**src/rtl/fabric_cfg_pkg.sv**
```systemverilog
// Shared definitions for the frame configuration loader: FSM state encoding,
// header sync byte and header field positions.
package fabric_cfg_pkg;

   typedef enum logic [1:0] {
      ST_HUNT   = 2'd0,
      ST_DATA   = 2'd1,
      ST_STROBE = 2'd2,
      ST_HOLD   = 2'd3
   } cfg_state_t;

   localparam logic [7:0] SYNC_BYTE = 8'hFA;

   // Header layout: [31:24] sync, [23:16] column, [15:8] frame, [7:0] unused
   localparam int HDR_FIELD_W  = 8;
   localparam int HDR_SYNC_LSB = 24;
   localparam int HDR_COL_LSB  = 16;
   localparam int HDR_FRM_LSB  = 8;

   function automatic logic [HDR_FIELD_W-1:0] hdr_field(input logic [31:0] word,
                                                        input int          lsb);
      return word[lsb +: HDR_FIELD_W];
   endfunction

endpackage

```
**src/rtl/frame_strobe_decoder.sv**
```systemverilog
// Turns a flat latch-enable index into a one-hot strobe vector. An index past
// the end of the vector produces no strobe, so at most one bit is ever set.
module frame_strobe_decoder #(
   parameter int WIDTH = 160,
   parameter int IDX_W = 8
) (
   input  logic [IDX_W-1:0] index,
   input  logic             enable,
   output logic [WIDTH-1:0] onehot
);

   // Single-bit decode of the index when enabled
   always_comb begin
      onehot = '0;
      if (enable && (32'(index) < 32'(WIDTH))) begin
         onehot[index] = 1'b1;
      end
   end

endmodule

```
**src/rtl/frame_config_loader.sv**
```systemverilog
// Streams configuration words into fabric frame latches: a header selects the
// column/frame, NUM_ROWS data words fill FrameData, then a single latch-enable
// strobe commits the frame.
//
// state     | meaning
// ----------+--------------------------------------------------------------
// ST_HUNT   | waiting for a header word; non-sync words flag err_sync
// ST_DATA   | collecting NUM_ROWS data words into FrameData
// ST_STROBE | one-hot latch enable asserted for STROBE_CYCLES cycles
// ST_HOLD   | one quiet cycle with strobe low and data stable before HUNT
module frame_config_loader
   import fabric_cfg_pkg::*;
#(
   parameter int NUM_ROWS       = 4,
   parameter int NUM_COLUMNS    = 8,
   parameter int FRAMES_PER_COL = 20,
   parameter int STROBE_CYCLES  = 2
) (
   input  logic                                  CLK,
   input  logic                                  resetn,
   input  logic [31:0]                           cfg_word,
   input  logic                                  cfg_valid,
   output logic                                  cfg_ready,
   output logic [NUM_ROWS*32-1:0]                FrameData,
   output logic [NUM_COLUMNS*FRAMES_PER_COL-1:0] FrameStrobe,
   output logic                                  busy,
   output logic                                  err_sync,
   output logic                                  err_addr,
   output logic [15:0]                           frames_done
);

   localparam int NUM_STROBES = NUM_COLUMNS * FRAMES_PER_COL;
   localparam int IDX_W       = (NUM_STROBES > 1) ? $clog2(NUM_STROBES) : 1;
   localparam int ROW_W       = (NUM_ROWS > 1) ? $clog2(NUM_ROWS) : 1;
   localparam int SC_W        = (STROBE_CYCLES > 1) ? $clog2(STROBE_CYCLES) : 1;

   cfg_state_t              state;
   logic [ROW_W-1:0]        row_cnt;
   logic [SC_W-1:0]         strobe_cnt;
   logic [IDX_W-1:0]        strobe_idx;
   logic                    drop;

   logic                    accept;
   logic                    last_row;
   logic [7:0]              hdr_sync;
   logic [7:0]              hdr_col;
   logic [7:0]              hdr_frm;
   logic                    addr_bad;
   logic [IDX_W-1:0]        hdr_idx;
   logic                    strobe_next_en;
   logic [NUM_STROBES-1:0]  strobe_onehot;

   assign accept   = cfg_valid && cfg_ready;
   assign last_row = (row_cnt == ROW_W'(NUM_ROWS - 1));
   assign hdr_sync = hdr_field(cfg_word, HDR_SYNC_LSB);
   assign hdr_col  = hdr_field(cfg_word, HDR_COL_LSB);
   assign hdr_frm  = hdr_field(cfg_word, HDR_FRM_LSB);
   assign addr_bad = ({24'd0, hdr_col} >= 32'(NUM_COLUMNS)) ||
                     ({24'd0, hdr_frm} >= 32'(FRAMES_PER_COL));
   assign hdr_idx  = IDX_W'({24'd0, hdr_col} * 32'(FRAMES_PER_COL) + {24'd0, hdr_frm});

   // Sequencing FSM: header decode, row capture, strobe timing and status outputs
   always_ff @(posedge CLK or negedge resetn) begin
      if (!resetn) begin
         state       <= ST_HUNT;
         cfg_ready   <= 1'b0;
         busy        <= 1'b0;
         err_sync    <= 1'b0;
         err_addr    <= 1'b0;
         frames_done <= '0;
         row_cnt     <= '0;
         drop        <= 1'b0;
         strobe_cnt  <= '0;
         strobe_idx  <= '0;
         FrameData   <= '0;
      end else begin
         err_sync <= 1'b0;
         err_addr <= 1'b0;
         case (state)
            ST_HUNT: begin
               cfg_ready <= 1'b1;
               busy      <= 1'b0;
               if (accept) begin
                  if (hdr_sync != SYNC_BYTE) begin
                     err_sync <= 1'b1;
                  end else begin
                     state      <= ST_DATA;
                     busy       <= 1'b1;
                     row_cnt    <= '0;
                     drop       <= addr_bad;
                     err_addr   <= addr_bad;
                     strobe_idx <= addr_bad ? '0 : hdr_idx;
                  end
               end
            end

            ST_DATA: begin
               if (accept) begin
                  for (int k = 0; k < NUM_ROWS; k++) begin
                     if (row_cnt == ROW_W'(k)) begin
                        FrameData[32*k +: 32] <= cfg_word;
                     end
                  end
                  if (last_row) begin
                     row_cnt <= '0;
                     if (drop) begin
                        // Out-of-range target: data is absorbed, nothing is latched
                        state <= ST_HUNT;
                        busy  <= 1'b0;
                        drop  <= 1'b0;
                     end else begin
                        state      <= ST_STROBE;
                        cfg_ready  <= 1'b0;
                        strobe_cnt <= SC_W'(STROBE_CYCLES - 1);
                     end
                  end else begin
                     row_cnt <= row_cnt + ROW_W'(1);
                  end
               end
            end

            ST_STROBE: begin
               cfg_ready <= 1'b0;
               if (strobe_cnt == '0) begin
                  state       <= ST_HOLD;
                  frames_done <= frames_done + 16'd1;
               end else begin
                  strobe_cnt <= strobe_cnt - SC_W'(1);
               end
            end

            ST_HOLD: begin
               state     <= ST_HUNT;
               cfg_ready <= 1'b1;
               busy      <= 1'b0;
            end

            default: begin
               state     <= ST_HUNT;
               cfg_ready <= 1'b0;
               busy      <= 1'b0;
            end
         endcase
      end
   end

   // Strobe is wanted next cycle when a good frame completes or the pulse is still running
   always_comb begin
      strobe_next_en = 1'b0;
      if ((state == ST_DATA) && accept && last_row && !drop) begin
         strobe_next_en = 1'b1;
      end else if ((state == ST_STROBE) && (strobe_cnt != '0)) begin
         strobe_next_en = 1'b1;
      end
   end

   frame_strobe_decoder #(
      .WIDTH (NUM_STROBES),
      .IDX_W (IDX_W)
   ) u_strobe_dec (
      .index  (strobe_idx),
      .enable (strobe_next_en),
      .onehot (strobe_onehot)
   );

   // Latch enables are driven from a register so the fabric never sees decode glitches
   always_ff @(posedge CLK or negedge resetn) begin
      if (!resetn) begin
         FrameStrobe <= '0;
      end else begin
         FrameStrobe <= strobe_onehot;
      end
   end

endmodule

```
**config.mk**
```make
export PLATFORM = sky130hd
export DESIGN_NAME = frame_config_loader
export DESIGN_NICKNAME = d
export VERILOG_FILES = /design/src/rtl/fabric_cfg_pkg.sv /design/src/rtl/frame_strobe_decoder.sv /design/src/rtl/frame_config_loader.sv
export SDC_FILE = /design/constraint.sdc
export NUM_CORES = 1
export LEC_CHECK = 0
export CORE_ASPECT_RATIO = 1.2
export CORE_UTILIZATION = 50
export CTS_CLUSTER_SIZE = 30
export DETAILED_ROUTE_END_ITERATION = 12
export PLACE_DENSITY = 0.88
export SYNTH_ARGS = -nofsm -noshare
export SYNTH_HDL_FRONTEND = slang
export SYNTH_SLANG_ARGS = --single-unit
```
**constraint.sdc**
```tcl
create_clock -name CLK -period 4 [get_ports CLK]
set_clock_uncertainty 0.15 [all_clocks]
set_input_delay 0.4 -clock CLK [delete_from_list [all_inputs] [get_ports CLK]]
set_output_delay 0.4 -clock CLK [all_outputs]
set_load 0.1 [all_outputs]
```
=== Word level (Yosys, flattened, before mapping) ===
Cells that the tools add are included.
W data, S select, Z words.

* Add/sub/neg operators: 4
* $mul: 1
* Order comparisons: 5
* Equality and inequality tests: 14
* Mux-type cells: 44
* Bitwise logic cells: 2
* Reductions and logical operators: 27

{| class="wikitable"
|+ Operators with widths
! cell !! count
|-
| $mux W160 || 1
|-
| $mux W1 || 25
|-
| $mux W2 || 10
|-
| $reduce_and A3 Y1 || 6
|-
| $add A16 B1 Y16 const B || 1
|-
| $ne A2 B2 Y1 const B || 7
|-
| $reduce_and A4 Y1 || 3
|-
| $reduce_and A5 Y1 || 2
|-
| $lt A8 B9 Y1 const B || 1
|-
| $add A8 B8 Y8 || 1
|-
| $demux W1 S8 || 1
|-
| $eq A2 B2 Y1 const B || 4
|-
| $ge A8 B1 Y1 const B || 1
|-
| $ge A8 B4 Y1 const B || 1
|-
| $ge A8 B5 Y1 const B || 1
|-
| $lt A8 B8 Y1 const B || 1
|-
| $mul A8 B3 Y6 const B || 1
|-
| $mux W8 || 1
|-
| $ne A8 B8 Y1 const B || 1
|-
| $pmux W2 S4 || 1
|-
| $logic_and A1 B1 Y1 || 7
|-
| $pmux W1 S3 || 2
|-
| $eq A2 B1 Y1 const B || 2
|-
| $logic_not A2 Y1 || 2
|-
| other kinds (11) || 14
|}

* Bits in registers: 322
* Input bits: 35
* Output and inout port bits: 308
* Logic and storage cells: 112

=== Depth between registers and ports, before layout ===
* Depth after elaboration: 7
* Mapped depth: 10
* Mapped depth without buffers: 9

=== Cells and area by module ===
Synthesis repeated with hierarchy kept, for this count alone.

* Cells, all modules: 858
* Area, all modules: 12599.6 sq um

{| class="wikitable"
|+ Modules (own cells, without submodules)
! module !! times used !! cells each !! area each (sq um) !! seq. area each (sq um)
|-
| frame_config_loader || 1 || 627 || 11168.2 || 8057.7
|-
| frame_strobe_decoder || 1 || 231 || 1431.4 || 0.0
|}

=== Worst setup path before layout ===
OpenSTA, ideal clock, no wires.

* Kind: flip-flop to flip-flop
* Start: reg frames_done[0]
* End: reg frames_done[12]
* Setup time: 159 ps
* Arrival: 2087 ps
* Data required time: 3691 ps
* Path slack: 1604 ps
* Stages on the path, launching flop included: 7
* Path buffers: 0
* Clock period less this slack: 2396 ps
* Cell sequence: dfrtp_1 ha_1 nand3b_1 nor3_2 and3_1 nand3_1 xnor2_1

* Word-level cells in the longest chain between the ends: 1

{| class="wikitable"
|+ Ends and longest elaborated chain
! what !! RTL line !! RTL
|-
| start, declared || frame_config_loader.sv:29 || <nowiki>output logic [15:0] frames_done</nowiki>
|-
| start signal, assigned || frame_config_loader.sv:126 || <nowiki>frames_done <= frames_done + 16'd1;</nowiki>
|-
| $add A16 B1 Y16 || frame_config_loader.sv:126 ||
|}

Every way passes these cells.
A chain may end at the register's enable or synchronous reset.

==> flow_metrics.tcl <==
set metrics [dict create \
    synth.top_cell.area_share_pct 69.2 \
    worst_slew_pin_slew_ns 1.06 \
    wirelength_um 30800 \
    yosysUniqueCellTypes 50 \
    grtUsageMet2_pct 46.7 \
    die-area_um2 23900 \
    h-tree-depth 1 \
    fin_crit_sh_pct 68.8 \
    worstSkewPairLatency_ns 0.55 \
    synth_edf_count 0 \
    fp-row-count 60 \
    die_w_um 141 \
    final.setup.tns_ns 0 \
    placed_area_um2 15400 \
    slew_headroom_pct 29.1 \
    fp.coreArea_um2 22700 \
    critPathKind "flop to flop" \
    synth_top_family_by_area "multiplexers" \
    rsz0062_at_grt "no" \
    ctsRootBufferMaster "clkbuf_16" \
    synth_fa_ha_area_share_pct 2.28 \
    clockBufferDepth 3 \
    yosys.area_share.simple_pct 10.7 \
    drive_gt1_share_pct 16.0 \
    leakage_nw 7.35 \
    synth.cell_area_um2 11700 \
    grt_overflow 0 \
    worst_ir_drop_vdd_mv 1.05 \
    worst-path-max-fanout 15 \
    ys_seq_elements 322 \
    cpPeakStageDelay_ns 0.76 \
    hpwl_um 21100 \
    cts_made_buffers 30 \
    cp.arrival_ns 3.05 \
    area_delta_synth_final_pct 41.2 \
    vias 7970 \
    post_cts_buffers 0 \
    clock-sinks 322 \
    track_usage_pct 26.4 \
    synth_nets 904 \
    io_pins 343 \
    hold_viol 0 \
    clk_pin_slew_worst_paths_ns 0.07 \
    synth.area.top_cells "dfrtp_1 (69%), mux2_2 (12%), nor2_1 (5.5%), ha_1 (1.9%), nand2_1 (1.1%)" \
    setup_viol 0 \
    yosysMostFrequentCell "dfrtp_1" \
    detail_route.wl_per_cell_um 20.2 \
    end_kind "flop" \
    cap_violations 0 \
    seq_area_frac_synth_pct 69.2 \
    antenna_found_initial 0 \
    holdCritPathClass "flop to flop" \
    portBuffers 342 \
    fin_crit_ns 2.75 \
    grt_pass1_vias 8529 \
    slew_violations 0 \
    synth_flop_cell "dfrtp_1" \
    post-route-drc-count 0 \
    layoutNonFillerInstCount 1530 \
    viasPerCell 5.21 \
    yosys.area.top_type "dfrtp_1" \
    synth-xor-area-share_pct 1.65 \
    p_per_area_nw_per_um2 872 \
    antenna_cells 0 \
    status "finished clean" \
    max_freq_mhz 364 \
    top_usage_layer "met2" \
    dieHeight_um 169 \
    grtUsageMet3_pct 6.91 \
    ys_async_sr_fraction_pct 100 \
    dr.first_iter.drc_count 297 \
    yosysWarnings 0 \
    synth_compound_area_share_pct 2.47 \
    startpoint_type "flop" \
    fillCellCount 1509 \
    firstDrtPassIters 4 \
    synth_mux_area_share_pct 11.8 \
    fin_area_um2 16500 \
    synth_commonest_cells "dfrtp_1 (322), nor2_1 (172), mux2_2 (121), nand2_1 (35), nand3_1 (26)" \
    grt_max_degree 138 \
    cp.required_ns 4.30 \
    grt_pass1_wl_um 48100 \
    syn_area_per_cell_um2 13.7 \
    cts_tree "built" \
    grt_use_met1_pct 30.5 \
    gp_congestion 0.800 \
    initial_core_util_pct 51.4 \
    slowest_stage "nand4_1" \
    syn_inst 849 \
    drt.antenna.violating_nets 0 \
    crit_chain "inv_1 > ha_1 > nand3_1 > o21ai_4 > nand4_1 > nor2_1" \
    dpl.cell_count 1474 \
    final_nets 1252 \
]
==> what timing repair did <==
| action | CTS | global route |
|---|---|---|
| hold buffers | 1 | 0 |
| resized for setup | 0 | 0 |
| hold endpoints to repair | 132 | 0 |
| endpoints found under the setup margin | 0 | 0 |
==> cell usage in the layout (no fill, tap or decap), drive strengths merged, types with 6 or more instances in the layout <==
cell type / count
ha: 18
nand3: 29
o21ai: 17
a22o: 6
clkbuf: 42
dfrtp: 322
xor2: 8
nand2: 39
inv: 14
nand2b: 6
xnor2: 14
clkinv: 6
nor2b: 8
mux2: 121
clkdlybuf4s50: 341
buf: 6
nor2: 174
==> per-layer routing <==
metal | part of all wire [%] | vias to the layer above | wire (um)
li1 | - | 3506 | -
met1 | 37 | 4018 | 11300
met2 | 51 | 364 | 15800
met3 | 8.1 | 82 | 2480
met4 | 3.9 | 0 | 1200
met5 | 0 | - | 0
==> kinds of logic (layout without fill, tap and decap cells) <==
kind of cell | count (synthesis) | count (layout)
simple gates | 275 | 275
mux | 122 | 122
xor+xnor | 22 | 22
fa+ha+maj | 20 | 20
flops | 322 | 322
buf+inv | 46 | 417
compound gates | 42 | 42
==> registers in the layout, summed over array words and instances (netlist names), named ones only <==
signal / cells
FrameData: 128
strobe_idx: 8
state: 1
cfg_ready: 1
drop: 1
busy: 1
err_addr: 1
row_cnt: 2
frames_done: 16
strobe_cnt: 1
err_sync: 1
FrameStrobe: 160
==> final timing paths <==
check | slack, ns | to | from | cells past startpoint
setup reg to reg | 1.25 | FrameStrobe[53] | flop | 6
max in group asynchronous | 2.13 | FrameStrobe[152] | resetn | 3
min in group asynchronous | 0.41 | FrameData[108] | resetn | 2
hold / removal | 0.32 | frames_done[15] | frames_done[15] | 1
setup / recovery | 1.25 | FrameStrobe[53] | flop | 6
hold reg to reg | 0.32 | frames_done[15] | frames_done[15] | 1
==> where the power goes <==
group / switching [mW] / total [mW] / internal, mW
clock: 1.21 / 3.08 / 1.87
combinational: 5.40 / 7.02 / 1.62
sequential: 0.373 / 4.27 / 3.89
==> worst max-delay path, delay by kind of cell, from the launching register on <==
kind	cells	cell delay, ns
AND/OR/NAND/NOR	3	1.35
AO/OA/AOI/OAI	1	0.29
flip-flops	1	0.40
adder cells (fa/ha/maj)	1	0.35
buffers and inverters	1	0.10
==> layout make-up <==
cell class,count,area [um2],area share (%)
inverters,14,52.6,0.319
repair buffers,348,3500,21.3
clock inverters,13,199,1.21
flip-flops and latches,322,8060,49.0
multi-input cells,481,3370,20.5
well taps,310,388,2.36
clock buffers,42,887,5.39
==> stage by stage <==
step | setup WS, ns | total power, mW | hold slack, ns | util (%)
after CTS | 1.22 | 14.4 | 0.321 | 72.6
after global placement | 1.02 | 11.2 | 0.307 | 67.7
after detailed placement | 0.971 | 11.3 | 0.310 | 67.7
after floorplan | 1.60 | 9.60 | -0.0456 | -
after global routing | 1.07 | 14.8 | 0.324 | 72.6
final | 1.25 | 14.4 | 0.318 | 72.6
Note: power is estimated with default switching activity, not from simulation.
